### src/rtl/sync_fifo_top.sv
// Single-clock FIFO with wrap-bit pointers and a registered read port.
// Define FIFO_ERR_FLAGS_EN to add sticky overflow/underflow outputs.
module sync_fifo_top #(
    parameter int DATA_WIDTH    = 4,
    parameter int ADDRESS_WIDTH = 4
) (
    input  logic                  clk,
    input  logic                  reset,
    input  logic                  write_en,
    input  logic                  read_en,
    input  logic [DATA_WIDTH-1:0] fifo_in,
    output logic [DATA_WIDTH-1:0] fifo_out,
    output logic                  full,
    output logic                  empty
`ifdef FIFO_ERR_FLAGS_EN
    ,
    output logic                  overflow,
    output logic                  underflow
`endif
);

    localparam int DEPTH = 1 << ADDRESS_WIDTH;
    localparam int PTR_W = ADDRESS_WIDTH + 1;
    localparam logic [PTR_W-1:0] PTR_ONE = {{ADDRESS_WIDTH{1'b0}}, 1'b1};

    logic [DATA_WIDTH-1:0] mem_r [DEPTH];
    logic [PTR_W-1:0]      wptr_r;
    logic [PTR_W-1:0]      rptr_r;
    logic [DATA_WIDTH-1:0] fifo_out_r;
    logic                  full_s;
    logic                  empty_s;
    logic                  wr_accept_s;
    logic                  rd_accept_s;

    // Flag decode from the registered pointers and acceptance qualification.
    always_comb begin
        empty_s     = (wptr_r == rptr_r);
        full_s      = (wptr_r[ADDRESS_WIDTH-1:0] == rptr_r[ADDRESS_WIDTH-1:0]) &&
                      (wptr_r[ADDRESS_WIDTH] != rptr_r[ADDRESS_WIDTH]);
        // A read frees a slot in the same edge, so a full FIFO can still take a write.
        wr_accept_s = write_en & (~full_s | read_en);
        rd_accept_s = read_en & ~empty_s;
    end

    // Storage array; deliberately not reset, pointers define validity.
    always_ff @(posedge clk) begin
        if (wr_accept_s && !reset) begin
            mem_r[wptr_r[ADDRESS_WIDTH-1:0]] <= fifo_in;
        end
    end

    // Pointer and read-data registers.
    always_ff @(posedge clk) begin
        if (reset) begin
            wptr_r     <= {PTR_W{1'b0}};
            rptr_r     <= {PTR_W{1'b0}};
            fifo_out_r <= {DATA_WIDTH{1'b0}};
        end else begin
            if (wr_accept_s) begin
                wptr_r <= wptr_r + PTR_ONE;
            end
            if (rd_accept_s) begin
                fifo_out_r <= mem_r[rptr_r[ADDRESS_WIDTH-1:0]];
                rptr_r     <= rptr_r + PTR_ONE;
            end
        end
    end

    assign fifo_out = fifo_out_r;
    assign full     = full_s;
    assign empty    = empty_s;

`ifdef FIFO_ERR_FLAGS_EN
    logic overflow_r;
    logic underflow_r;

    // Sticky error flags, cleared only by reset.
    always_ff @(posedge clk) begin
        if (reset) begin
            overflow_r  <= 1'b0;
            underflow_r <= 1'b0;
        end else begin
            if (write_en && full_s && !read_en) begin
                overflow_r <= 1'b1;
            end
            if (read_en && empty_s) begin
                underflow_r <= 1'b1;
            end
        end
    end

    assign overflow  = overflow_r;
    assign underflow = underflow_r;
`endif

endmodule

### config.mk
export PLATFORM = sky130hd
export DESIGN_NAME = sync_fifo_top
export DESIGN_NICKNAME = d
export VERILOG_FILES = /design/src/rtl/sync_fifo_top.sv
export SDC_FILE = /design/constraint.sdc
export NUM_CORES = 1
export LEC_CHECK = 0
export BUFFER_PORTS_ARGS = -buffer_cell sky130_fd_sc_hd__clkbuf_2
export CAP_MARGIN = 20
export CORE_ASPECT_RATIO = 1.25
export CORE_UTILIZATION = 50
export CTS_CLUSTER_SIZE = 30
export DETAILED_ROUTE_END_ITERATION = 10
export PLACE_DENSITY_LB_ADDON = 0.12
export SYNTH_ARGS = -nofsm -noshare
export SYNTH_HDL_FRONTEND = slang
export SYNTH_SLANG_ARGS = --single-unit
### constraint.sdc
create_clock -name clk -period 2.28 [get_ports clk]
set_clock_uncertainty 0.2 [all_clocks]
set_input_delay 0.456 -clock clk [delete_from_list [all_inputs] [get_ports clk]]
set_output_delay 0.456 -clock clk [all_outputs]
set_load 0.03 [all_outputs]
Word-level counts from Yosys, hierarchy flattened
Memories as Yosys holds them, arrays and structs flattened. A register that Yosys moved wholly into a read port is not among the register bits.
Index checks and enable logic that the tools add are counted.
{"block": "totals", "register_bits": 10, "ramBits": 64, "input_bits": 8, "wordCells": 18, "mem_count": 1}
{"name": "mem_r", "words": 16, "word_bits": 4, "read_ports": 1, "rd_clocked_by_memory_dff": 1, "wr": 1, "line": "26", "source": "logic [DATA_WIDTH-1:0] mem_r [DEPTH];"}
{"block": "op_classes", "add_sub_neg": 2, "n_eq_ne": 3, "muxes": 2, "n_bitwise": 5, "reduce_logical": 3}
{"cell": "adder 5 x 1 -> 5 bit (second input constant)", "count": 2}
{"cell": "== test 5 bit", "count": 1}
{"cell": "== test 4 bit", "count": 1}
{"cell": "AND 1 bit", "count": 2}
{"cell": "logical AND 1 bit", "count": 2}
{"cell": "two-way mux 1 bit", "count": 2}
{"cell": "NOT 1 bit", "count": 2}
{"cell": "zero test 1 bit", "count": 1}
{"cell": "!= test 1 bit", "count": 1}
{"cell": "bitwise OR 1 bit", "count": 1}

Logic depth before layout (Yosys ltp)
{"block": "depth", "word_depth": 8, "mapped_depth": 7}

Worst setup path before layout
Ideal clock, no wire load.
{"block": "synth_timing", "path_type": "reg-to-reg", "startpoint": "register rptr_r[2]", "endpoint": "memory mem_r[7][0], enable pin", "setup_time_ps": 379, "arrival_time_ps": 1523, "required_time_ps": 1701, "setup_slack_ps": 178, "path_stages_with_launch": 7, "path_buffers": 2, "period_less_slack_ps": 2102, "cell_sequence": "dfxtp_1 > buf_4 > xnor2_2 > nand4_4 > o31ai_2 > buf_6 > nor4b_1"}
{"block": "synth_via", "elab_chain_len": 8}
{"item": "from (decl)", "line": "28", "source": "logic [PTR_W-1:0] rptr_r;"}
{"item": "from (signal assigned)", "line": "56", "source": "rptr_r <= {PTR_W{1'b0}};"}
{"item": "from (signal assigned)", "line": "64", "source": "rptr_r <= rptr_r + PTR_ONE;"}
{"item": "== test 4 bit", "line": "38", "source": "full_s = (wptr_r[ADDRESS_WIDTH-1:0] == rptr_r[ADDRESS_WIDTH-1:0]) &&"}
{"item": "logical AND 1 bit", "line": "38"}
{"item": "NOT 1 bit", "line": "41", "source": "wr_accept_s = write_en & (~full_s | read_en);"}
{"item": "bitwise OR 1 bit", "line": "41"}
{"item": "AND 1 bit", "line": "41"}
{"item": "logical AND 1 bit", "line": "47", "source": "if (wr_accept_s && !reset) begin"}
{"item": "two-way mux 1 bit", "line": "47"}
{"item": "two-way mux 1 bit (implied by the code)", "line": "48", "source": "mem_r[wptr_r[ADDRESS_WIDTH-1:0]] <= fifo_in;"}
{"item": "to (decl)", "line": "26"}
Every way passes these cells.

Worst setup path after layout
{"block": "layout_timing", "startpoint": "register rptr_r[1]", "endpoint": "output empty"}
{"block": "layout_via", "elab_chain_len": 1}
{"item": "== test 5 bit", "line": "37", "source": "empty_s = (wptr_r == rptr_r);"}
{"item": "to (decl)", "line": "14", "source": "output logic empty"}
Every way passes these cells.

==> key figures <==
Worst setup path
  • Worst path slowest cell: dfxtp_1
  • Reg2Reg Depth: 7
  • CP Capture Type: output pin
  • Buf/Inv on CP: 2
  • R2r setup slk: 180 ps
  • Worst-path fanout max: 7
  • WP data arrival: 1500 ps
  • CP peak stage delay: 330 ps
  • Worst Setup Start Kind: register
  • Kind of critical path: register to output pin
  • Cells along the critical path: buf_12 > xnor2_2 > nand4_4 > nor2_1 > clkbuf_2
  • Largest delay share family, worst path: buffers and inverters
  • Worst R2R Start: rptr_r[1]
  • Reg2reg end: fifo_out[0]
  • WP data required: 1620 ps

Floorplanning
  • DIE HEIGHT: 93.32 um
  • Io pins: 14
  • Core Footprint: 0.006286 mm2
  • Die Wd: 75.06 um
  • Die area: 0.007004 mm2
  • Starting Density: 0.5307
  • FP Rows: 32

Global route
  • Largest net degree at the start of global routing: 20
  • Vias in the first global route: 1937
  • First-pass GRT wire length: 10140 um
  • Total congestion overflow: 0
  • Initial antenna violation count: 0
  • GRT Util Overall: 0.2135

Synth
  • Post-synth EDFFs: 64
  • Top_reg_cell synth: edfxtp_1
  • Avg Cell Area, Syn: 15.73 um2
  • Post-synth ARST share: 0
  • Count of different cell masters after synthesis: 38
  • Mapped Area: 0.003336 mm2
  • Syn nets: 225
  • Gate count of the mapped netlist: 212
  • Register area share after synthesis: 0.6602
  • FF+latch count, synth: 78
  • Total number of yosys warnings: 0

Clocking
  • CTS H-Tree Depth: 3
  • Num CTS Buffers: 9
  • Clk root buf: clkbuf_8
  • Clock sink count: 78
  • CTS tree: done
  • Clock Path Buffers: 2
  • Clock latency on the worst-skew pair: 350 ps
  • Count of hold-fix buffers inserted at cts: 0
  • Clk slew on worst S/H paths: 80 ps

Power and ir drop
  • VDD IR max: 0.3982 mV
  • P per Cell Area: 815.3 mW/mm2
  • Total Power: 3.076 mW
  • Cell leakage power: 1.281 nW

Drt
  • Via density: 5.618
  • Antenna Nets Post-Route: 0
  • Post-Route WL: 6464 um
  • DRT iter0 DRCs: 184
  • Routed length per instance: 19.59 um
  • Met3 wire len: 188 um
  • WL met1: 2771 um
  • Initial DRT Pass Iterations: 4
  • Wire length on met2: 3420 um
  • DRC viols: 0
  • Vias: 1854
  • Highest metal used: met4

Timing
  • Slew @ Worst Pin: 390.7 ps
  • Fin Setup TNS: 0 ps
  • Final Hold Vio Count: 0
  • Crit path time final: 2157 ps
  • FMAX: 463.6 MHz
  • Final period util: 0.9460
  • Final setup fails: 0
  • RSZ-0062 raised after global routing: false
  • Fin. max-slew vios: 0
  • Slew margin rel.: 0.7395

Placement
  • Routability cong.: 0.7560
  • Port bufs: 13
  • HPWL Detailed: 4606 um

Cells and area
  • Post-layout net count: 253
  • Synth-to-Final Area Change: 13.09%
  • Most used cells in the layout excluding fill and tap cells: edfxtp_1, buf_4, a21oi_1, mux4_2, clkbuf_2
  • Layout cells sized above 1: 0.2980
  • Most common cell after layout, fill and taps aside: edfxtp_1
  • Number of antenna diodes: 0

Status
  • Outcome: completed

Hold path
  • Endpoint with the worst hold slack: wptr_r[2]
  • Hold crit path type: primary input to register
  • Hold Path Stages: 3
  • Worst hold start: reset

Flow run
  • Max-Cap Viols: 0
power by group:
| group | internal (mW) | leakage, nW | switching, mW | total [mW] |
|---|---|---|---|---|
| Clock | 0.518 | 0.100 | 0.520 | 1.04 |
| Combinational | 0.171 | 0.488 | 0.270 | 0.441 |
| Sequential | 1.57 | 0.692 | 0.0208 | 1.60 |
| Total | 2.26 | 1.28 | 0.811 | 3.08 |
sequential cells by signal (all words and copies together), names as in the netlist:
signal    cells
mem_r        64
rptr_r        5
wptr_r        5
fifo_out      4
Yosys cell counts, types with 2 or more instances:
| master | n | area (um2) |
|---|---|---|
| mux4_2 | 12 | 270.3 |
| nor2b_1 | 5 | 31.28 |
| mux2_2 | 8 | 90.09 |
| edfxtp_1 | 64 | 1922 |
| o22ai_1 | 4 | 25.02 |
| and2_1 | 4 | 25.02 |
| buf_2 | 3 | 15.01 |
| dfxtp_1 | 14 | 280.3 |
| clkbuf_1 | 3 | 11.26 |
| xnor2_2 | 2 | 32.53 |
| nor3_1 | 4 | 20.02 |
| a211oi_1 | 4 | 30.03 |
| or3_1 | 4 | 25.02 |
| nor4b_1 | 3 | 26.28 |
| buf_6 | 3 | 33.78 |
| a21oi_1 | 13 | 65.06 |
| o21ai_0 | 8 | 40.04 |
| and3_1 | 9 | 56.30 |
| nand3_1 | 4 | 20.02 |
| nand2_1 | 4 | 15.01 |
| nor2_1 | 7 | 26.28 |
| ha_1 | 5 | 62.56 |
| xnor2_1 | 5 | 43.79 |
| xor2_1 | 2 | 17.52 |
| o211ai_1 | 2 | 15.01 |
| inv_1 | 4 | 15.01 |
area by class of cell:
type / instances / area (um2)
clock buffer: 9 / 123.9
clock inverter: 7 / 81.33
fill: 512 / 2514
inverter: 4 / 15.01
multi-input combinational: 119 / 1047
sequential: 78 / 2206
tap: 85 / 106.4
timing repair buffer: 28 / 192.7
worst max path at each step:
stage,start,endpoint,slack [ps],cells past startpoint
after floorplan,rptr_r[2],mem_r[7][0],180,6
after global placement,rptr_r[1],mem_r[15][0],230,6
after detailed placement,rptr_r[1],mem_r[14][2],180,6
after CTS,rptr_r[1],empty,50,5
after global routing,wptr_r[3],full,20,4
final,rptr_r[1],empty,120,5
logic make-up (layout without fill, tap and decap cells):
group           count (synthesis)  count (layout)  share of synthesized area
mux                            21              21                     0.1110
xor+xnor                        9               9                    0.02813
buf+inv                        15              48                    0.02588
flops                          78              78                     0.6602
compound gates                 35              35                    0.06639
fa+ha+maj                       5               5                    0.01875
simple gates                   49              49                    0.08965
worst min-delay path, delay by kind of cell:
family | cells | cell delay (ps)
buffers and inverters | 2 | 280
AOI/OAI and AO/OA | 1 | 60
per-stage QoR:
stage	area, um2	setup slack (ps)	utilization	hold WS [ps]	instances
6_report	3772	123.0	0.6001	276.8	330
5_1_grt	3772	17.11	0.6001	279.4	330
4_1_cts	3736	45.86	0.5943	257.4	326
3_5_place_dp	3531	182.1	0.5617	328.6	310
3_3_place_gp	3531	228.7	0.5617	309.2	310
2_1_floorplan	3336	178.4	-	294.2	212
metal layers:
layer | track usage | vias up
li1 | - | 882
met1 | 0.2673 | 940
met2 | 0.3521 | 23
met3 | 0.05927 | 9
met4 | 0.07390 | 0
met5 | 0 | -
timing repair:
action,CTS,global route
setup endpoints to repair,0,2
setup buffers,0,4
resized for setup,0,5
No activity file was read; power rests on OpenSTA's default activity.
